`src/rtl/bm_pkg.sv`:
```
// Shared block-matching types used by the disparity selection stage and by
// the left-right consistency checker.
//   cost_t       : 8-bit Hamming cost
//   coords_t     : {row, col} pixel coordinate, row in [1], col in [0]
//   COST_MAX     : saturated cost; the second-best cost starts here
//   disp_state_e : winner-take-all FSM states
package bm_pkg;
    typedef logic [7:0]      cost_t;
    typedef logic [1:0][7:0] coords_t;

    localparam cost_t COST_MAX = 8'hFF;

    typedef enum logic [0:0] {
        IDLE  = 1'b0,
        ACCUM = 1'b1
    } disp_state_e;
endpackage

```
`src/rtl/hamming_disp_select_if.sv`:
```
// Bus between the Hamming cost stage, the disparity selector and the
// disparity map writer.
//   Cost record : sum, in_coords, blk_index_i, sum_valid, uniq_thresh
//   Result      : disp_o, min_cost, second_cost, unique_o, out_coords,
//                 disp_valid, seq_err
// master drives cost records and observes results; slave is the selector.
interface hamming_disp_select_if #(
    parameter int COST_W = 8
);
    import bm_pkg::*;

    logic [COST_W-1:0] sum;
    coords_t           in_coords;
    logic [15:0]       blk_index_i;
    logic              sum_valid;
    logic [COST_W-1:0] uniq_thresh;

    logic [15:0]       disp_o;
    logic [COST_W-1:0] min_cost;
    logic [COST_W-1:0] second_cost;
    logic              unique_o;
    coords_t           out_coords;
    logic              disp_valid;
    logic              seq_err;

    modport master (
        output sum, in_coords, blk_index_i, sum_valid, uniq_thresh,
        input  disp_o, min_cost, second_cost, unique_o, out_coords,
               disp_valid, seq_err
    );

    modport slave (
        input  sum, in_coords, blk_index_i, sum_valid, uniq_thresh,
        output disp_o, min_cost, second_cost, unique_o, out_coords,
               disp_valid, seq_err
    );
endinterface

```
`src/rtl/hamming_disp_select_min2_update.sv`:
```
// Combinational best/second-best update for one candidate.
//   best_i/second_i/best_idx_i : running triple
//   sum_i/idx_i                : new candidate cost and index
//   best_o/second_o/best_idx_o : updated triple
// Strict less-than: on ties the earlier (lower) index keeps the win.
module min2_update #(
    parameter int COST_W = 8,
    parameter int IDX_W  = 6
) (
    input  logic [COST_W-1:0] best_i,
    input  logic [COST_W-1:0] second_i,
    input  logic [IDX_W-1:0]  best_idx_i,
    input  logic [COST_W-1:0] sum_i,
    input  logic [IDX_W-1:0]  idx_i,
    output logic [COST_W-1:0] best_o,
    output logic [COST_W-1:0] second_o,
    output logic [IDX_W-1:0]  best_idx_o
);
    always_comb begin
        best_o     = best_i;
        second_o   = second_i;
        best_idx_o = best_idx_i;
        if (sum_i < best_i) begin
            second_o   = best_i;
            best_o     = sum_i;
            best_idx_o = idx_i;
        end else if (sum_i < second_i) begin
            second_o = sum_i;
        end
    end
endmodule

```
`src/rtl/hamming_disp_select.sv`:
```
// Winner-take-all disparity selection over NUM_DISP consecutive Hamming cost
// records per pixel coordinate.
//   clk, reset : single clock, synchronous active-high reset
//   bus        : slave side of hamming_disp_select_if (cost records in,
//                disparity results and protocol-error strobe out)
// The final candidate is folded in combinationally and registered straight
// into the result registers, so a result appears one cycle after its last
// record and back-to-back coordinates need no dead cycle.
module hamming_disp_select
    import bm_pkg::*;
#(
    parameter int NUM_DISP = 64,
    parameter int COST_W   = 8
) (
    input  logic                  clk,
    input  logic                  reset,
    hamming_disp_select_if.slave  bus
);
    localparam int          DISP_W   = (NUM_DISP > 1) ? $clog2(NUM_DISP) : 1;
    localparam logic [15:0] LAST_IDX = 16'(NUM_DISP - 1);

    // Margin is taken one bit wider so the subtraction cannot wrap.
    function automatic logic uniq_check(input logic [COST_W-1:0] best,
                                        input logic [COST_W-1:0] second,
                                        input logic [COST_W-1:0] thr);
        logic [COST_W:0] margin;
        margin = {1'b0, second} - {1'b0, best};
        return margin >= {1'b0, thr};
    endfunction

    disp_state_e       state_q,  state_d;
    logic [COST_W-1:0] best_q,   best_d;
    logic [COST_W-1:0] second_q, second_d;
    logic [DISP_W-1:0] idx_q,    idx_d;
    logic [15:0]       exp_q,    exp_d;
    coords_t           coords_q, coords_d;

    logic [DISP_W-1:0] disp_q,    disp_d;
    logic [COST_W-1:0] min_q,     min_d;
    logic [COST_W-1:0] sec_out_q, sec_out_d;
    logic              uniq_q,    uniq_d;
    coords_t           oc_q,      oc_d;
    logic              dv_q,      dv_d;
    logic              se_q,      se_d;

    logic [COST_W-1:0] upd_best;
    logic [COST_W-1:0] upd_second;
    logic [DISP_W-1:0] upd_idx;

    min2_update #(
        .COST_W (COST_W),
        .IDX_W  (DISP_W)
    ) u_min2 (
        .best_i     (best_q),
        .second_i   (second_q),
        .best_idx_i (idx_q),
        .sum_i      (bus.sum),
        .idx_i      (bus.blk_index_i[DISP_W-1:0]),
        .best_o     (upd_best),
        .second_o   (upd_second),
        .best_idx_o (upd_idx)
    );

    always_comb begin
        state_d   = state_q;
        best_d    = best_q;
        second_d  = second_q;
        idx_d     = idx_q;
        exp_d     = exp_q;
        coords_d  = coords_q;
        disp_d    = disp_q;
        min_d     = min_q;
        sec_out_d = sec_out_q;
        uniq_d    = uniq_q;
        oc_d      = oc_q;
        dv_d      = 1'b0;
        se_d      = 1'b0;

        if (bus.sum_valid) begin
            if (bus.blk_index_i == 16'd0) begin
                // Index 0 always opens a new coordinate; mid-sequence it
                // also flags the abandoned one.
                se_d     = (state_q == ACCUM);
                best_d   = bus.sum;
                second_d = '1;
                idx_d    = '0;
                coords_d = bus.in_coords;
                exp_d    = 16'd1;
                if (NUM_DISP == 1) begin
                    dv_d      = 1'b1;
                    disp_d    = '0;
                    min_d     = bus.sum;
                    sec_out_d = '1;
                    uniq_d    = uniq_check(bus.sum, '1, bus.uniq_thresh);
                    oc_d      = bus.in_coords;
                    state_d   = IDLE;
                end else begin
                    state_d = ACCUM;
                end
            end else if (state_q == IDLE) begin
                se_d = 1'b1;
            end else if (bus.blk_index_i == exp_q && bus.in_coords == coords_q) begin
                best_d   = upd_best;
                second_d = upd_second;
                idx_d    = upd_idx;
                exp_d    = exp_q + 16'd1;
                if (bus.blk_index_i == LAST_IDX) begin
                    dv_d      = 1'b1;
                    disp_d    = upd_idx;
                    min_d     = upd_best;
                    sec_out_d = upd_second;
                    uniq_d    = uniq_check(upd_best, upd_second, bus.uniq_thresh);
                    oc_d      = coords_q;
                    state_d   = IDLE;
                end
            end else begin
                // Gap, out-of-range index or coordinate change: drop it.
                se_d    = 1'b1;
                state_d = IDLE;
            end
        end
    end

    always_ff @(posedge clk) begin
        if (reset) begin
            state_q   <= IDLE;
            best_q    <= '0;
            second_q  <= '0;
            idx_q     <= '0;
            exp_q     <= '0;
            coords_q  <= '0;
            disp_q    <= '0;
            min_q     <= '0;
            sec_out_q <= '0;
            uniq_q    <= 1'b0;
            oc_q      <= '0;
            dv_q      <= 1'b0;
            se_q      <= 1'b0;
        end else begin
            state_q   <= state_d;
            best_q    <= best_d;
            second_q  <= second_d;
            idx_q     <= idx_d;
            exp_q     <= exp_d;
            coords_q  <= coords_d;
            disp_q    <= disp_d;
            min_q     <= min_d;
            sec_out_q <= sec_out_d;
            uniq_q    <= uniq_d;
            oc_q      <= oc_d;
            dv_q      <= dv_d;
            se_q      <= se_d;
        end
    end

    assign bus.disp_o      = 16'(disp_q);
    assign bus.min_cost    = min_q;
    assign bus.second_cost = sec_out_q;
    assign bus.unique_o    = uniq_q;
    assign bus.out_coords  = oc_q;
    assign bus.disp_valid  = dv_q;
    assign bus.seq_err     = se_q;
endmodule

```
`src/flat_wrapper.sv`:
```
// flat-port wrapper written by rule: the top's interface ports become plain ports
module hamming_disp_select_flat import bm_pkg::*;
#(
    parameter int NUM_DISP = 64,
    parameter int COST_W   = 8
)
  (clk, reset, bus_sum, bus_in_coords, bus_blk_index_i, bus_sum_valid, bus_uniq_thresh, bus_disp_o, bus_min_cost, bus_second_cost, bus_unique_o, bus_out_coords, bus_disp_valid, bus_seq_err);
  hamming_disp_select_if #(.COST_W(COST_W)) bus_i ();
  input  logic clk;
  input  logic reset;
  input wire logic [$bits(bus_i.sum)-1:0] bus_sum;
  input wire logic [$bits(bus_i.in_coords)-1:0] bus_in_coords;
  input wire logic [$bits(bus_i.blk_index_i)-1:0] bus_blk_index_i;
  input wire logic [$bits(bus_i.sum_valid)-1:0] bus_sum_valid;
  input wire logic [$bits(bus_i.uniq_thresh)-1:0] bus_uniq_thresh;
  output wire logic [$bits(bus_i.disp_o)-1:0] bus_disp_o;
  output wire logic [$bits(bus_i.min_cost)-1:0] bus_min_cost;
  output wire logic [$bits(bus_i.second_cost)-1:0] bus_second_cost;
  output wire logic [$bits(bus_i.unique_o)-1:0] bus_unique_o;
  output wire logic [$bits(bus_i.out_coords)-1:0] bus_out_coords;
  output wire logic [$bits(bus_i.disp_valid)-1:0] bus_disp_valid;
  output wire logic [$bits(bus_i.seq_err)-1:0] bus_seq_err;
  assign bus_i.sum = bus_sum;
  assign bus_i.in_coords = bus_in_coords;
  assign bus_i.blk_index_i = bus_blk_index_i;
  assign bus_i.sum_valid = bus_sum_valid;
  assign bus_i.uniq_thresh = bus_uniq_thresh;
  assign bus_disp_o = bus_i.disp_o;
  assign bus_min_cost = bus_i.min_cost;
  assign bus_second_cost = bus_i.second_cost;
  assign bus_unique_o = bus_i.unique_o;
  assign bus_out_coords = bus_i.out_coords;
  assign bus_disp_valid = bus_i.disp_valid;
  assign bus_seq_err = bus_i.seq_err;
  hamming_disp_select #(.NUM_DISP(NUM_DISP), .COST_W(COST_W)) u_core (.clk(clk), .reset(reset), .bus(bus_i));
endmodule
```
`config.mk`:
```
export PLATFORM = sky130hd
export DESIGN_NAME = hamming_disp_select_flat
export DESIGN_NICKNAME = d
export VERILOG_FILES = /design/src/rtl/bm_pkg.sv /design/src/rtl/hamming_disp_select_if.sv /design/src/rtl/hamming_disp_select_min2_update.sv /design/src/rtl/hamming_disp_select.sv /design/src/flat_wrapper.sv
export SDC_FILE = /design/constraint.sdc
export NUM_CORES = 1
export LEC_CHECK = 0
export ABC_AREA = 1
export BUFFER_PORTS_ARGS = -buffer_cell sky130_fd_sc_hd__buf_2
export CAP_MARGIN = 40
export CORE_UTILIZATION = 35
export CTS_CLUSTER_SIZE = 30
export DETAILED_ROUTE_END_ITERATION = 8
export GPL_ROUTABILITY_DRIVEN = 1
export GPL_TIMING_DRIVEN = 0
export SYNTH_ARGS = -nofsm -noshare
export SYNTH_HDL_FRONTEND = slang
export SYNTH_SLANG_ARGS = --single-unit
```
`constraint.sdc`:
```
create_clock -name clk -period 5.5 [get_ports clk]
set_clock_uncertainty 0.1 [all_clocks]
set_input_delay 0 -clock clk [delete_from_list [all_inputs] [get_ports clk]]
set_output_delay 0 -clock clk [all_outputs]
set_load 0.03 [all_outputs]
```
**Yosys cells after proc, flatten, opt, wreduce, memory -nomap -nowiden**

Index checks and enable logic that the tools add are counted.

- Flip-flop bits (word level): 96
- Input port bits: 51
- Output and inout port bits: 51
- Word-level logic and storage cells: 60

- Add/subtract/negate cells: 2
- Magnitude comparators: 3
- Equal/unequal tests: 3
- Mux-type cells: 24
- Bitwise operators: 4
- Reductions and logical operators: 9

Operator list:

| operator | number |
|---|---|
| $mux W8 | 9 |
| $mux W16 | 3 |
| $eq A16 B16 Y1 | 2 |
| $mux W6 | 4 |
| $add A16 B1 Y16 const B | 1 |
| $eq A16 B6 Y1 const B | 1 |
| $logic_not A16 Y1 | 1 |
| $lt A8 B8 Y1 | 2 |
| $ge A9 B8 Y1 | 1 |
| $sub A8 B8 Y9 | 1 |
| $mux W1 | 8 |
| $reduce_and A5 Y1 | 1 |
| $reduce_or A5 Y1 | 1 |
| $not A1 Y1 | 4 |
| $reduce_bool A2 Y1 | 2 |
| $reduce_and A3 Y1 | 1 |
| $reduce_and A2 Y1 | 1 |
| $reduce_or A2 Y1 | 1 |
| $logic_and A1 B1 Y1 | 1 |

**Longest topological paths before layout**

- Depth after elaboration: 6
- Gate-level depth with buffers: 29
- Mapped depth without buffers: 28

**By module**

Synthesis repeated with hierarchy kept, for this count alone.

- Cell total of the unflattened synthesis: 1023
- Area total of the unflattened synthesis: 6262.3 um^2

Modules (own cells, without submodules):

| module | times used | cells each | area an instance (um^2) | sequential area each (um^2) |
|---|---|---|---|---|
| hamming_disp_select | 1 | 872 | 5479.0 | 1921.8 |
| min2_update | 1 | 151 | 783.3 | 0.0 |

**Worst setup path after synthesis**

Ideal clock, no wire load.

- Kind: register to register
- From: register u_core.best_q[5]
- To: register u_core.uniq_q, in the netlist u_core.bus.unique_o
- Library setup time: 0.117 ns
- Data arrival time: 3.853 ns
- Data required time: 5.283 ns
- Slack: 1.430 ns
- Cell stages (with the launch flop): 25
- Clock period less this slack: 4.070 ns
- Cells stage by stage: dfxtp_1 > inv_1 > ha_1 > a21oi_1 > nor2_1 > nor3_1 > nand2_1 > buf_2 > clkbuf_1 > o21ai_0 > inv_1 > ha_1 > fa_1 > o21ai_0 > a31o_2 > inv_1 > nand2_1 > xor2_1 > ha_1 > a21oi_1 > nand2_1 > a21oi_1 > nand2_1 > nor2_1 > a21oi_1

- Cells in the longest elaborated chain, start to end: 4
- Elaborated cells between the ends (all ways): 5

Ends and longest elaborated chain:

| what | line | text |
|---|---|---|
| start: declaration | hamming_disp_select.sv:32 | `logic [COST_W-1:0] best_q, best_d;` |
| start signal: assignment | hamming_disp_select.sv:141 | `best_q <= best_d;` |
| $lt A8 B8 Y1 | hamming_disp_select_min2_update.sv:23 | `if (sum_i < best_i) begin` |
| $mux W8 | hamming_disp_select_min2_update.sv:23 |  |
| $sub A8 B8 Y9 * | hamming_disp_select.sv:27 | `margin = {1'b0, second} - {1'b0, best};` |
| $ge A9 B8 Y1 * | hamming_disp_select.sv:28 | `return margin >= {1'b0, thr};` |
| end signal: assignment | hamming_disp_select.sv:149 | `uniq_q <= uniq_d;` |
| end: declaration | hamming_disp_select.sv:41 | `logic uniq_q, uniq_d;` |

Mark *: on every way between the ends. The rest lies on a longest branch, timed or not.
A chain may end at the register's enable or synchronous reset.

**Final worst setup path**

- From: register u_core.best_q[5]
- To: register u_core.uniq_q, in the netlist u_core.bus.unique_o

- Cells in the longest elaborated chain, start to end: 4
- Elaborated cells between the ends (all ways): 5

Ends and longest elaborated chain:

| what | line | text |
|---|---|---|
| $lt A8 B8 Y1 | hamming_disp_select_min2_update.sv:23 |  |
| $mux W8 | hamming_disp_select_min2_update.sv:23 |  |
| via u_core.u_min2.second_o[1] | hamming_disp_select_min2_update.sv:16 | `output logic [COST_W-1:0] second_o,` |
| $sub A8 B8 Y9 | hamming_disp_select.sv:27 |  |
| $ge A9 B8 Y1 | hamming_disp_select.sv:28 |  |

The timed path passes the listed nets, and every way through them passes these cells.

==> impl_metrics.toml <==
[critical_path]
crit_fanout = 10
crit_path_frequent_cell = "nor2_1"
start_kind = "flip-flop"
slowest_delay_ns = 0.53
cp.arrival_ns = 4.94
critPathCaptureType = "flip-flop"
crit_buf_inv = 4
crit_type = "reg -> reg"
cp.required_ns = 5.69
path_delay_family = "compound AO/OA/AOI/OAI gates"
worst_path_max_delay_cell = "o21ai_0"

[sta]
slew_viol_final = 0
setup_tns_ns = 0
setup_viol = 0
worst_pin_slew_ns = 0.7084
min_period_over_period = 0.8637
finalCriticalPeriod_ns = 4.750
fmax_mhz = 210.5
slew_headroom = 0.5227
finalHoldViolCount = 0
rsz0062_at_grt = "false"

[place]
placed_area_sq_um = 6728
numPortBuffers = 89
dp.final_hpwl_mm = 13.32
gp_congestion = 0.9085
dp.cells = 1205

[global_routing]
grt_start_max_net_pins = 15
antenna_found_initial = 0
grt_pass1_wl_mm = 27.96
track_usage = 0.2005
grt-ovfl-total = 0
grt_pass1_vias = 5541

[finish]
fin_cells = 1250
drive_gt1_frac = 0.1447
nets = 1108
nFillCells = 1776
area_delta_synth_final_pct = 23.08
multi_input_comb_area_sq_um = 3336
diodes = 0
fin_area_sq_um = 7352
seq_area_sq_um = 1922

[synth]
synth_edf_count = 0
synth.top_cell.area_share = 0.3217
syn_inst = 887
yosysTopAreaCell = "dfxtp_1"
ys_seq_elements = 96
yosysWarnings = 0
synth-main-ff-cell = "dfxtp_1"
synth_area_sq_um = 5973
synth.distinct_cells = 43
async_reset_ff_frac = 0
syn_area_per_cell_sq_um = 6.734
synth_area_leaders = "dfxtp_1 32%, nand2_1 14%, a21oi_1 8.3%"
synth.yosys.seq_area_share = 0.3217

[pwr]
power_density_nw_per_um2 = 228.1
power_mw = 1.677
cellLeakagePower_nw = 3.349
ir_worst_vdd_v = 0.0001584

[route]
drc = 0
wire_per_inst_um = 13.94
route.antenna.remaining_nets = 0
vias = 6077
wirelength_mm = 17.42
first_iter_violations = 416
viasPerCell = 4.862
drtPass1Iterations = 5

[clock_network]
htreeDepth = 3
clock_latency_ns = 0.35
cts_resized = 0
cts-buffers-inserted = 9
cts_setup_buffers = 0
cts_tree = "yes"
path_clk_slew_ns = 0.07
root_buffer = "clkbuf_16"
cts-hold-fix-buffers = 29
clk_path_buf_depth = 2
cts.sinks = 96

[floorplanning]
io_pins = 102
core_area_sq_um = 16640
die_area_sq_um = 17590
die_w_um = 132.6
die_y_um = 132.6
start_util = 0.3589
rows = 47

[worst_hold_path]
hold_class = "in -> reg"

[outcome]
status = "finished clean"

[job]
drv_cap = 0
## synthesized netlist by cell type (3+ instances only)
library cell    n
a21oi_1        99
buf_2          11
buf_4          11
buf_6           5
clkbuf_1       18
dfxtp_1        96
ha_1           31
inv_1         124
inv_2           4
nand2_1       221
nand2_2         3
nand3_1        57
nand4_1        12
nor2_1         35
nor2_4          3
nor3_1          9
nor4_1         13
o211ai_1        5
o21ai_0        66
o21ai_1         3
or2_2           3
xnor2_1        11
xor2_1         23
## through the flow
stage / setup WS, ns / util / hold slack (ns)
finish: 0.7497 / 0.4418 / 0.01170
global route: 0.1367 / 0.4418 / 0.05600
CTS: 0.7418 / 0.4418 / 0.003995
detailed placement: 0.7772 / 0.4043 / 0.1998
global placement: 0.7743 / 0.4043 / 0.1995
floorplan: 1.430 / - / 0.06754
## cell usage in the layout (no fill, tap or decap), drive strengths merged, types with 2 or more instances in the layout
cell type,n
nand2,224
inv,128
buf,117
a21oi,100
dfxtp,96
o21ai,69
nand3,58
nor2,39
clkbuf,32
ha,31
dlygate4sd3,29
xor2,23
nor4,14
nand4,13
xnor2,11
conb,10
nor3,9
o211ai,5
or2,3
o2111a,2
and2,2
nand3b,2
nor3b,2
bufinv,2
## path summary, 6_finish.rpt
check                                                            from                               endpoint  slack, ns  depth (start not counted)
worst min register to register  u_core.bus.out_coords[7]$_SDFFE_PP0P_  u_core.bus.out_coords[7]$_SDFFE_PP0P_       0.34                          2
worst max-delay path                    u_core.best_q[5]$_SDFFE_PP0P_       u_core.bus.unique_o$_SDFFE_PP0P_       0.75                         26
worst max register to register          u_core.best_q[5]$_SDFFE_PP0P_       u_core.bus.unique_o$_SDFFE_PP0P_       0.75                         26
worst min-delay path                                       bus_sum[3]          u_core.best_q[3]$_SDFFE_PP0P_       0.01                          5
## report_power, final
group          internal [mW]  switching (mW)  leakage [nW]
registers              0.695        0.000619         0.773
clock network          0.437           0.274         0.163
logic                  0.106           0.164          2.41
total                   1.24           0.439          3.35
## worst reg2reg max path, cell delays in order, from the launching register on
cell      delay [ns]
dfxtp_1         0.39
inv_1           0.09
ha_1            0.29
a21oi_1         0.13
nor2_1          0.05
nor3_1          0.26
nand2_1         0.20
buf_2           0.22
buf_2           0.20
o21ai_0         0.53
inv_1           0.10
ha_1            0.30
nand2_1         0.05
o21ai_0         0.26
a21oi_1         0.12
o21bai_1        0.24
a21oi_1         0.10
nor2_1          0.10
nor2_1          0.06
xnor2_1         0.12
ha_1            0.30
nand2_1         0.05
nor2_1          0.09
nand3_1         0.07
nand2_1         0.08
nor2_1          0.04
a21oi_1         0.13
## registers in the layout, indices dropped and copies added, names as in the netlist
name,flops
u_core.bus.unique_o,1
u_core.best_q,8
u_core.second_q,8
u_core.bus.out_coords,16
u_core.bus.disp_valid,1
u_core.bus.seq_err,1
u_core.idx_q,6
u_core.disp_q,6
u_core.exp_q,16
u_core.bus.min_cost,8
u_core.state_q,1
u_core.coords_q,16
u_core.bus.second_cost,8
## kinds of logic (layout without fill, tap and decap cells)
logic type / count (synthesis) / after routing / synth area share
simple gates: 366 / 366 / 0.2713
compound gates: 183 / 183 / 0.1628
xor+xnor: 34 / 34 / 0.04985
other cells: 1 / 10 / 0.0006278
buf+inv: 175 / 309 / 0.1255
fa+ha+maj: 32 / 32 / 0.06829
flops: 96 / 96 / 0.3217
## per-layer routing
layer  vias up  global-route usage  wire length [um]
met5         -                   0                 0
met1      2759              0.2680              8251
met4         0             0.05875               238
met2       164              0.3325              8068
met3        19             0.03027               861
li1       3135                   -                 -
## area by class of cell
cell class                      instances  area share
Multi-Input combinational cell        625      0.4537
Sequential cell                        96      0.2614
Timing Repair Buffer                  118      0.1001
Inverter                              129     0.06586
Tap cell                              220     0.03744
Clock buffer                           14     0.03727
Buffer                                 46     0.03608
Clock inverter                          2    0.008169
Note: power is estimated with default switching activity, not from simulation.
